$ cat src/rtl/mem_arb_pkg.sv
// Shared definitions for the unified memory port arbiter.
//   - arb_state_t     : arbiter FSM states (IDLE, ACCESS, RESP)
//   - SZ_*            : memory access_size codes
//   - OWNER_*         : which requester owns the in-flight access
//   - DEF_MEM_*       : default memory window placement
//   - zero_extend()   : trims right-aligned memory data to the access size
package mem_arb_pkg;

  typedef enum logic [1:0] {
    IDLE   = 2'b00,
    ACCESS = 2'b01,
    RESP   = 2'b10
  } arb_state_t;

  localparam logic [1:0] SZ_BYTE = 2'b00;
  localparam logic [1:0] SZ_HALF = 2'b01;
  localparam logic [1:0] SZ_WORD = 2'b10;

  localparam logic OWNER_IF = 1'b0;
  localparam logic OWNER_D  = 1'b1;

  localparam logic [31:0] DEF_MEM_OFFSET = 32'h8002_0000;
  localparam logic [31:0] DEF_MEM_SIZE   = 32'h0010_0000;

  // Memory returns data right-aligned; bits above the access size are don't-care.
  function automatic logic [31:0] zero_extend(input logic [31:0] data, input logic [1:0] size);
    logic [31:0] result;
    case (size)
      SZ_BYTE: result = {24'h00_0000, data[7:0]};
      SZ_HALF: result = {16'h0000, data[15:0]};
      SZ_WORD: result = data;
      default: result = 32'h0000_0000;
    endcase
    return result;
  endfunction

endpackage

$ cat src/rtl/mem_access_check.sv
// Combinational legality check for one memory request.
// Parameters: MEM_OFFSET / MEM_SIZE place the legal byte window.
// Ports:
//   addr  in  32  request byte address
//   size  in  2   access size code (SZ_BYTE / SZ_HALF / SZ_WORD, 11 illegal)
//   err   out 1   request must not reach memory
module mem_access_check
  import mem_arb_pkg::*;
#(
  parameter logic [31:0] MEM_OFFSET = DEF_MEM_OFFSET,
  parameter logic [31:0] MEM_SIZE   = DEF_MEM_SIZE
) (
  input  logic [31:0] addr,
  input  logic [1:0]  size,
  output logic        err
);

  logic [31:0] rel_addr_s;
  logic        in_range_s;
  logic        bad_size_s;
  logic        misaligned_s;

  // Classify the request: window membership, size code and natural alignment.
  always_comb begin
    // Offset from window base; only meaningful when addr >= MEM_OFFSET, which
    // is checked alongside so the subtraction never wraps into a false hit.
    rel_addr_s   = addr - MEM_OFFSET;
    in_range_s   = (addr >= MEM_OFFSET) && (rel_addr_s < MEM_SIZE);
    bad_size_s   = 1'b0;
    misaligned_s = 1'b0;
    case (size)
      SZ_BYTE: misaligned_s = 1'b0;
      SZ_HALF: misaligned_s = addr[0];
      SZ_WORD: misaligned_s = (addr[1:0] != 2'b00);
      default: bad_size_s   = 1'b1;
    endcase
    err = !in_range_s || bad_size_s || misaligned_s;
  end

endmodule

$ cat src/rtl/mem_port_arbiter.sv
// Shares one byte-addressed memory port between instruction fetch and the
// load/store stage. Grants one requester per access, rejects out-of-window,
// misaligned or illegal-size requests without touching memory, drives the
// memory for one ACCESS cycle and returns data with a one-cycle rvalid pulse.
//
// Optional build macro: MEM_ARB_ROUND_ROBIN_EN -- ties go to the requester
// not granted last (otherwise data always beats fetch).
//
// Ports:
//   clk, reset                       clock, synchronous active-high reset
//   if_req/if_addr                   fetch request (word read)
//   if_gnt/if_rvalid/if_rdata/if_err fetch grant and completion
//   d_req/d_addr/d_wdata/d_write/d_size  load/store request
//   d_gnt/d_rvalid/d_rdata/d_err     load/store grant and completion
//   mem_address/mem_data_in/mem_write/mem_access_size  to memory
//   mem_data_out                     from memory, valid in RESP
module mem_port_arbiter
  import mem_arb_pkg::*;
#(
  parameter logic [31:0] MEM_OFFSET = DEF_MEM_OFFSET,
  parameter logic [31:0] MEM_SIZE   = DEF_MEM_SIZE
) (
  input  logic        clk,
  input  logic        reset,
  input  logic        if_req,
  input  logic [31:0] if_addr,
  output logic        if_gnt,
  output logic        if_rvalid,
  output logic [31:0] if_rdata,
  output logic        if_err,
  input  logic        d_req,
  input  logic [31:0] d_addr,
  input  logic [31:0] d_wdata,
  input  logic        d_write,
  input  logic [1:0]  d_size,
  output logic        d_gnt,
  output logic        d_rvalid,
  output logic [31:0] d_rdata,
  output logic        d_err,
  output logic [31:0] mem_address,
  output logic [31:0] mem_data_in,
  output logic        mem_write,
  output logic [1:0]  mem_access_size,
  input  logic [31:0] mem_data_out
);

  arb_state_t  state_r;
  arb_state_t  state_nxt_s;

  // Latched request attributes that outlive the grant cycle.
  logic        owner_r;
  logic        req_write_r;
  logic [1:0]  req_size_r;
  logic        req_err_r;

  logic [31:0] mem_address_r;
  logic [31:0] mem_data_in_r;
  logic [1:0]  mem_access_size_r;

  logic        grant_window_s;
  logic        pick_d_s;
  logic        gnt_any_s;
  logic [31:0] sel_addr_s;
  logic [31:0] sel_wdata_s;
  logic        sel_write_s;
  logic [1:0]  sel_size_s;
  logic        chk_err_s;
  logic        resp_s;
  logic [31:0] load_data_s;

`ifdef MEM_ARB_ROUND_ROBIN_EN
  logic        last_owner_r;
`endif

  // Arbitration and selection of the request that would be latched this edge.
  always_comb begin
    grant_window_s = ((state_r == IDLE) || (state_r == RESP)) && !reset;
`ifdef MEM_ARB_ROUND_ROBIN_EN
    if (d_req && if_req) begin
      pick_d_s = (last_owner_r == OWNER_IF);
    end else begin
      pick_d_s = d_req;
    end
`else
    pick_d_s = d_req;
`endif
    d_gnt     = grant_window_s && d_req && pick_d_s;
    if_gnt    = grant_window_s && if_req && !pick_d_s;
    gnt_any_s = d_gnt || if_gnt;
    if (pick_d_s) begin
      sel_addr_s  = d_addr;
      sel_wdata_s = d_wdata;
      sel_write_s = d_write;
      sel_size_s  = d_size;
    end else begin
      sel_addr_s  = if_addr;
      sel_wdata_s = 32'h0000_0000;
      sel_write_s = 1'b0;
      sel_size_s  = SZ_WORD;
    end
  end

  // The check looks at exactly what is about to be latched, so the grant
  // edge already knows whether to skip the ACCESS cycle.
  mem_access_check #(
    .MEM_OFFSET (MEM_OFFSET),
    .MEM_SIZE   (MEM_SIZE)
  ) u_check (
    .addr (sel_addr_s),
    .size (sel_size_s),
    .err  (chk_err_s)
  );

  // Next-state logic: faulting grants bypass ACCESS and answer immediately.
  always_comb begin
    state_nxt_s = state_r;
    case (state_r)
      IDLE, RESP: begin
        if (gnt_any_s) begin
          state_nxt_s = chk_err_s ? RESP : ACCESS;
        end else begin
          state_nxt_s = IDLE;
        end
      end
      ACCESS:  state_nxt_s = RESP;
      default: state_nxt_s = IDLE;
    endcase
  end

  // State register plus request latch; memory-side registers only change on
  // legal grants so they hold their last values across faults and idle time.
  always_ff @(posedge clk) begin
    if (reset) begin
      state_r           <= IDLE;
      owner_r           <= OWNER_D;
      req_write_r       <= 1'b0;
      req_size_r        <= SZ_WORD;
      req_err_r         <= 1'b0;
      mem_address_r     <= MEM_OFFSET;
      mem_data_in_r     <= 32'h0000_0000;
      mem_access_size_r <= SZ_WORD;
    end else begin
      state_r <= state_nxt_s;
      if (gnt_any_s) begin
        owner_r     <= d_gnt ? OWNER_D : OWNER_IF;
        req_write_r <= sel_write_s;
        req_size_r  <= sel_size_s;
        req_err_r   <= chk_err_s;
        if (!chk_err_s) begin
          mem_address_r     <= sel_addr_s;
          mem_data_in_r     <= sel_wdata_s;
          mem_access_size_r <= sel_size_s;
        end
      end
    end
  end

`ifdef MEM_ARB_ROUND_ROBIN_EN
  // Remembers the last winner so the next tie goes the other way.
  always_ff @(posedge clk) begin
    if (reset) begin
      last_owner_r <= OWNER_D;
    end else if (gnt_any_s) begin
      last_owner_r <= d_gnt ? OWNER_D : OWNER_IF;
    end
  end
`endif

  // Memory strobe and response decode. mem_write is gated by reset directly
  // so a reset arriving during ACCESS stops the store before its negedge.
  // Read data is combinational because memory only presents it during RESP.
  always_comb begin
    resp_s      = (state_r == RESP);
    mem_write   = (state_r == ACCESS) && req_write_r && !reset;
    if (req_err_r || req_write_r) begin
      load_data_s = 32'h0000_0000;
    end else begin
      load_data_s = zero_extend(mem_data_out, req_size_r);
    end
    d_rvalid  = resp_s && (owner_r == OWNER_D);
    if_rvalid = resp_s && (owner_r == OWNER_IF);
    d_err     = d_rvalid && req_err_r;
    if_err    = if_rvalid && req_err_r;
    d_rdata   = d_rvalid ? load_data_s : 32'h0000_0000;
    if_rdata  = if_rvalid ? load_data_s : 32'h0000_0000;
  end

  assign mem_address     = mem_address_r;
  assign mem_data_in     = mem_data_in_r;
  assign mem_access_size = mem_access_size_r;

endmodule

$ cat config.mk
export PLATFORM = sky130hd
export DESIGN_NAME = mem_port_arbiter
export DESIGN_NICKNAME = d
export VERILOG_FILES = /design/src/rtl/mem_arb_pkg.sv /design/src/rtl/mem_access_check.sv /design/src/rtl/mem_port_arbiter.sv
export SDC_FILE = /design/constraint.sdc
export NUM_CORES = 1
export LEC_CHECK = 0
export ABC_AREA = 1
export ABC_CLOCK_PERIOD_IN_PS = 2700
export BUFFER_PORTS_ARGS = -buffer_cell sky130_fd_sc_hd__buf_2
export CELL_PAD_IN_SITES_DETAIL_PLACEMENT = 1
export CELL_PAD_IN_SITES_GLOBAL_PLACEMENT = 1
export CORE_ASPECT_RATIO = 1.4
export CORE_UTILIZATION = 28
export CTS_CLUSTER_DIAMETER = 120
export DETAILED_ROUTE_END_ITERATION = 10
export PLACE_DENSITY = 0.87
export SLEW_MARGIN = 20
export SYNTH_ARGS = -nofsm -noshare
export SYNTH_HDL_FRONTEND = slang
export SYNTH_SLANG_ARGS = --single-unit
$ cat constraint.sdc
create_clock -name clk -period 2.7 [get_ports clk]
set_input_delay 0 -clock clk [delete_from_list [all_inputs] [get_ports clk]]
set_output_delay 0 -clock clk [all_outputs]
set_load 0.005 [all_outputs]
==> results of run 1 <==
-- area by class of cell --
class,instances,area [um^2]
Fill cell,2077,8810
Multi-Input combinational cell,528,2350
Timing Repair Buffer,295,1610
Sequential cell,73,1460
Inverter,78,293
Tap cell,192,240
Clock buffer,10,229
Clock inverter,6,115
Antenna cell,5,12.5
-- through the flow --
step           hold slack, ps  utilization (%)
3_3_place_gp              271             38.5
5_1_grt                  19.5             41.7
2_1_floorplan            69.1                -
3_5_place_dp              268             38.5
6_report                 8.41             41.7
4_1_cts                0.0340             41.7
-- per-layer routing --
layer / vias up / part of all wire [%]
met1: 2512 / 36
met5: - / 0.13
li1: 2780 / -
met3: 38 / 9.1
met4: 4 / 3.2
met2: 191 / 52
-- state kept, by name, indices dropped and copies added, names as in the netlist --
name / cells
req_write_r: 1
mem_access_size: 2
mem_data_in: 32
state_r: 2
owner_r: 1
mem_address: 32
req_size_r: 2
req_err_r: 1
-- tightest hold or removal path, stage by stage --
cell	delay, ps
buf_2	70
nand2_1	40
nand3_1	70
nand2_1	50
nor2_1	70
-- synth_stat cells (all sizes together) --
| cell | number | area share (%) |
|---|---|---|
| nand4 | 1 | 0.14 |
| dfxtp | 73 | 33 |
| or2 | 1 | 0.14 |
| nand3b | 3 | 0.51 |
| nor3 | 3 | 0.34 |
| nand3 | 99 | 11 |
| clkbuf | 13 | 1.1 |
| o21ai | 10 | 1.1 |
| o211ai | 1 | 0.17 |
| nand2 | 188 | 16 |
| xor2 | 1 | 0.20 |
| ha | 3 | 0.86 |
| clkinv | 1 | 0.086 |
| inv | 77 | 6.6 |
| buf | 37 | 5.2 |
| a21oi | 45 | 5.2 |
| nor2 | 158 | 14 |
| mux2i | 15 | 3.4 |
-- timing repair --
action	4_1_cts	5_1_grt
hold buffers	13	0
hold endpoints to repair	13	0
setup buffers	0	0
-- kinds of logic after synthesis --
| family | after synthesis | synth area share, % |
|---|---|---|
| AND/OR/NAND/NOR | 453 | 42.6 |
| buffers and inverters | 128 | 13.0 |
| flip-flops | 73 | 33.4 |
| AO/OA/AOI/OAI | 56 | 6.55 |
| multiplexers | 15 | 3.43 |
| adder cells (fa/ha/maj) | 3 | 0.858 |
| XOR/XNOR | 1 | 0.200 |
-- worst max path at each step --
stage | to | from
finish | mem_data_in[9] | reset
global route | mem_data_in[9] | reset
CTS | mem_data_in[24] | reset
detailed placement | mem_address[6] | d_req
global placement | mem_data_in[4] | d_req
floorplan | mem_address[20] | d_req
-- where the power goes --
group	internal [uW]	switching [uW]
registers	1080	5.14
logic	196	296
clock network	908	480
==> results by group, run 1 <==
Drt
  • Antenna Nets Post-Route: 0
  • Post-DR vias/cell: 4.65
  • Vias post-DR: 5525
  • DRT iter0 DRCs: 232
  • DRC violations left: 0
  • Detailed Route WL: 17800 um
  • Routed len/inst: 15.0 um
  • Total iterations of the first detailed-routing run: 4

Global routing
  • Initial antenna violation count: 7
  • Vias in the first global route: 5352
  • First-pass GRT wire length: 27100 um
  • Most Crowded Layer GR: met2
  • M3 GR Usage: 7.62%
  • M1 GR Usage: 20.6%
  • Largest net degree at the start of global routing: 78
  • Grt total ovfl: 0
  • Overall Global Routing Usage: 21.6%
  • Met2 Use GR: 41.1%

Floorplanning
  • Die Span Y: 150 um
  • Die ar.: 16100 um^2
  • Initial Utilization: 28.9%
  • Core box area: 15100 um^2
  • Die W: 108 um
  • Top Ports: 272
  • FP Rows: 53

Placed design
  • GPL Wtd Cong: 0.836
  • Placed cells: 1153
  • Port buffer count: 271
  • Placed instance area: 5820 um^2
  • Pre-CTS WS: 313 ps
  • Detail Placement HPWL: 13400 um

Setup path
  • Crit-path slowest cell: dlygate4sd3_1
  • Arrival time at the worst endpoint: 2410 ps
  • Crit path cell chain: dlygate4sd3_1 > buf_2 > nor2_1 > nand2_1 > inv_1 > nor2_1 > inv_2 > nand3_1 > buf_4 > nand2_1 > nand2_1 > nor2_1
  • CP required: 2920 ps
  • Reg2reg setup slack: 530 ps
  • Top delay family on crit path: buffers and inverters
  • Worst R2R Start: state_r[0]
  • Setup CP Type: input pin to flop
  • Worst Reg-to-Reg Cells: 10
  • Crit path largest cell delay: 550 ps
  • Crit-path max FO: 38
  • Crit path buffers/inverters: 5
  • Worst path depth: 12
  • Startpoint types: input pin
  • CP Capture Type: flop
  • FF-to-FF End: mem_data_in[9]

Timing
  • RSZ-0062 raised after global routing: no
  • Clk_skew: 5.62 ps
  • Min Tclk post-route: 2190 ps
  • Fin. Hold Viols: 0
  • Tcrit/Tclk final: 81.1%
  • Final setup fails: 0
  • Slew Limit Headroom: 34.2%
  • Post-route setup TNS: 0 ps
  • Actual slew at the worst max-slew pin: 986 ps
  • PnR worst setup slack: 511 ps
  • Max-slew violations: 0
  • Max Freq: 457 MHz

CTS
  • TritonCTS clock tree: yes
  • Root Buffer: clkbuf_16
  • CTS buffer count: 9
  • Clk slew on worst S/H paths: 60 ps
  • CTS max path bufs: 2
  • Post-cts sizing count: 0
  • Worst skew pair latency: 330 ps
  • Clock tree sinks: 73
  • H-Tree Level Count: 3

Logic synthesis
  • Seq/Total Area, Yosys: 33.4%
  • Yosys reg bits: 73
  • Mapped Area: 4380 um^2
  • Avg Cell Area, Syn: 6.00 um^2
  • Synth warnings: 0
  • Netlist cell types: 27
  • Synthesized instance count: 729
  • Syn nets: 867

Min path
  • Worst hold path depth: 5
  • Worst Hold Class: input pin to flop
  • Hold Path Sink: mem_data_in[13]
  • HP Start: d_wdata[13]

Status
  • Outcome: complete, no violations

Power
  • Lkg Pwr: 0.00368 uW
  • Design Power: 2970 uW
  • Pwr/cell area: 470 nW/um^2
  • VDD IR max: 0.281 mV

Cells and area
  • Area growth from synthesis to layout: 44.2%
  • Final instance area: 6310 um^2
  • Layout cells sized above 1: 31.0%
  • Non-filler cells, final: 1187
  • Final net count: 1123
  • Most common cell after layout, fill and taps aside: buf_2
  • Most frequent cells in the layout: buf_2 (271), nand2_1 (186), nor2_1 (154)

Job
  • Max Cap Viol: 0
(Power assumes the default switching activity.)
==> run 2, diff against run 1 <==
- ABC_CLOCK_PERIOD_IN_PS: 2700 -> 2050
- clock period: 2.7 -> 2.05 ns (I/O delays scaled with it)
==> run 2 against run 1 <==
Worst setup slack got worse by 330 ps. Total power increased by 31%. Sequential cell count unchanged. Count of clock-buffer cells in the layout unchanged. First-iteration DRC count decreased by 2.6%. Critical path type is now flop to primary output. Highest routed layer unchanged.
==> results by group, run 2 (synthesis results as in run 1) <==
Drt
  • Routed len/inst: 14.5 um (-2.9%)
  • Top layer reached by signal wires: met5
  • DRT iter0 DRCs: 226 (-2.6%)
  • Post-DR vias/cell: 4.56 (-2.0%)
  • DR WL met3: 1580 um (-2.6%)
  • WL met1: 6430 um (+0.86%)
  • Total iterations of the first detailed-routing run: 5 (+1)
  • Vias post-DR: 5479 (-0.83%)
  • Antenna Nets Post-Route: 0 (unchanged)
  • Detailed Route WL: 17400 um (-1.8%)
  • Routed wl met2: 8940 um (-2.3%)
  • DRC violations left: 0 (unchanged)

Floorplanning
  • Die Span Y: 150 um (unchanged)
  • Initial Utilization: 28.9% (unchanged)
  • Die W: 108 um (unchanged)
  • FP Rows: 53 (unchanged)
  • Core box area: 15100 um^2 (unchanged)
  • Top Ports: 272 (unchanged)
  • Die ar.: 16100 um^2 (unchanged)

Setup path
  • Setup CP Type: flop to primary output
  • CP required: 2050 ps (-870 ps)
  • CP Capture Type: primary output
  • Startpoint types: flop
  • Arrival time at the worst endpoint: 1870 ps (-540 ps)
  • Crit-path max FO: 33 (-13%)

CTS
  • CTS buffer count: 9 (unchanged)
  • CTS max path bufs: 2 (unchanged)
  • TritonCTS clock tree: yes
  • H-Tree Level Count: 3 (unchanged)
  • Worst skew pair latency: 330 ps (about the same)
  • Root Buffer: clkbuf_16
  • Clk slew on worst S/H paths: 70 ps (about the same)
  • Clock tree sinks: 73 (unchanged)

Placed design
  • Placed cells: 1172 (+1.6%)
  • Detail Placement HPWL: 13800 um (+2.8%)
  • Port buffer count: 271 (unchanged)
  • GPL Wtd Cong: 0.852 (+1.9%)
  • Placed instance area: 5990 um^2 (+2.9%)
  • Pre-CTS WS: -50.2 ps (-364 ps)

Timing
  • PnR worst setup slack: 182 ps (-330 ps)
  • Actual slew at the worst max-slew pin: 1000 ps (+17.4 ps)
  • Min Tclk post-route: 1870 ps
  • Tcrit/Tclk final: 91.1%
  • Max-slew violations: 0 (unchanged)
  • Max Freq: 535 MHz
  • Slew Limit Headroom: 33.0% (-1.2 points)
  • Clk_skew: 5.42 ps (-0.199 ps)
  • Fin. Hold Viols: 0 (unchanged)
  • RSZ-0062 raised after global routing: no
  • Final setup fails: 0 (unchanged)

Cells and area
  • Layout cells sized above 1: 32.6% (+1.6 points)
  • Final instance area: 6440 um^2 (+2.0%)
  • Final net count: 1139 (+1.4%)
  • Area growth from synthesis to layout: 47.1%
  • Filler Cells Inserted: 2102 (+1.2%)
  • Most frequent cells in the layout: buf_2 (271), nand2_1 (186), nor2_1 (153)
  • Most common cell after layout, fill and taps aside: buf_2
  • Non-filler cells, final: 1201 (+1.2%)

Min path
  • Worst Hold Class: input pin to flop

Global routing
  • Grt total ovfl: 0 (unchanged)
  • Initial antenna violation count: 6 (-1)
  • Largest net degree at the start of global routing: 61 (-22%)
  • Vias in the first global route: 5254 (-1.8%)
  • Overall Global Routing Usage: 21.0% (-0.57 points)
  • First-pass GRT wire length: 26400 um (-2.8%)

Status
  • Outcome: complete, no violations

Power
  • Pwr/cell area: 605 nW/um^2 (+29%)
  • VDD IR max: 0.330 mV (+18%)
  • Lkg Pwr: 0.00378 uW (+2.6%)
  • Design Power: 3890 uW (+31%)

Job
  • Max Cap Viol: 0 (unchanged)
==> run 2: final timing paths <==
| check | start | to | slack (ps) | depth (start not counted) |
|---|---|---|---|---|
| setup / recovery | state_r[0] | if_rdata[9] | 180 | 4 |
| hold / removal | d_wdata[15] | mem_data_in[15] | 4 | 5 |
| setup reg to reg | state_r[0] | mem_data_in[25] | 210 | 10 |
| hold reg to reg | mem_address[31] | mem_address[31] | 450 | 1 |
==> run 2: worst max-delay path, stage by stage, from the launching register on <==
cell and delay (ps):
dfxtp_1 410, nor3_1 100, inv_1 740, nor2_1 110, buf_2 180
==> run 2: stage by stage <==
stage | utilization (%) | setup TNS, ps | hold WS [ps]
2_1_floorplan | - | 0 | 69.1
3_3_place_gp | 39.6 | 0 | 248
3_5_place_dp | 39.6 | -820 | 255
4_1_cts | 42.5 | 0 | 0.112
5_1_grt | 42.5 | 0 | 20.9
6_report | 42.6 | 0 | 4.20
==> run 2: layout make-up <==
cell class              count  area (um^2)  area share (%)
diodes                      3         7.51           0.117
repair buffers            311         1740            27.1
clock buffers              10          239            3.71
well taps                 192          240            3.73
clock inverters             6         97.6            1.52
multi-input cells         528         2350            36.6
inverters                  78          293            4.55
flip-flops and latches     73         1460            22.7
==> run 2: timing repair <==
action,in CTS,in global routing
setup endpoints to repair,0,14
hold buffers,10,0
hold endpoints to repair,10,0
setup buffers,0,0
resized for setup,0,1
==> run 2: routing by layer <==
layer,track usage (%),up-vias
met5,0,-
met4,7.81,4
met3,7.32,29
met2,39.5,191
met1,21.0,2450
li1,-,2805
==> run 2: where the power goes <==
group	switching [uW]	internal (uW)	leakage, uW
Combinational	395	287	0.00303
Sequential	6.10	1430	0.000589
Clock	660	1120	0.000166
Total	1060	2830	0.00378
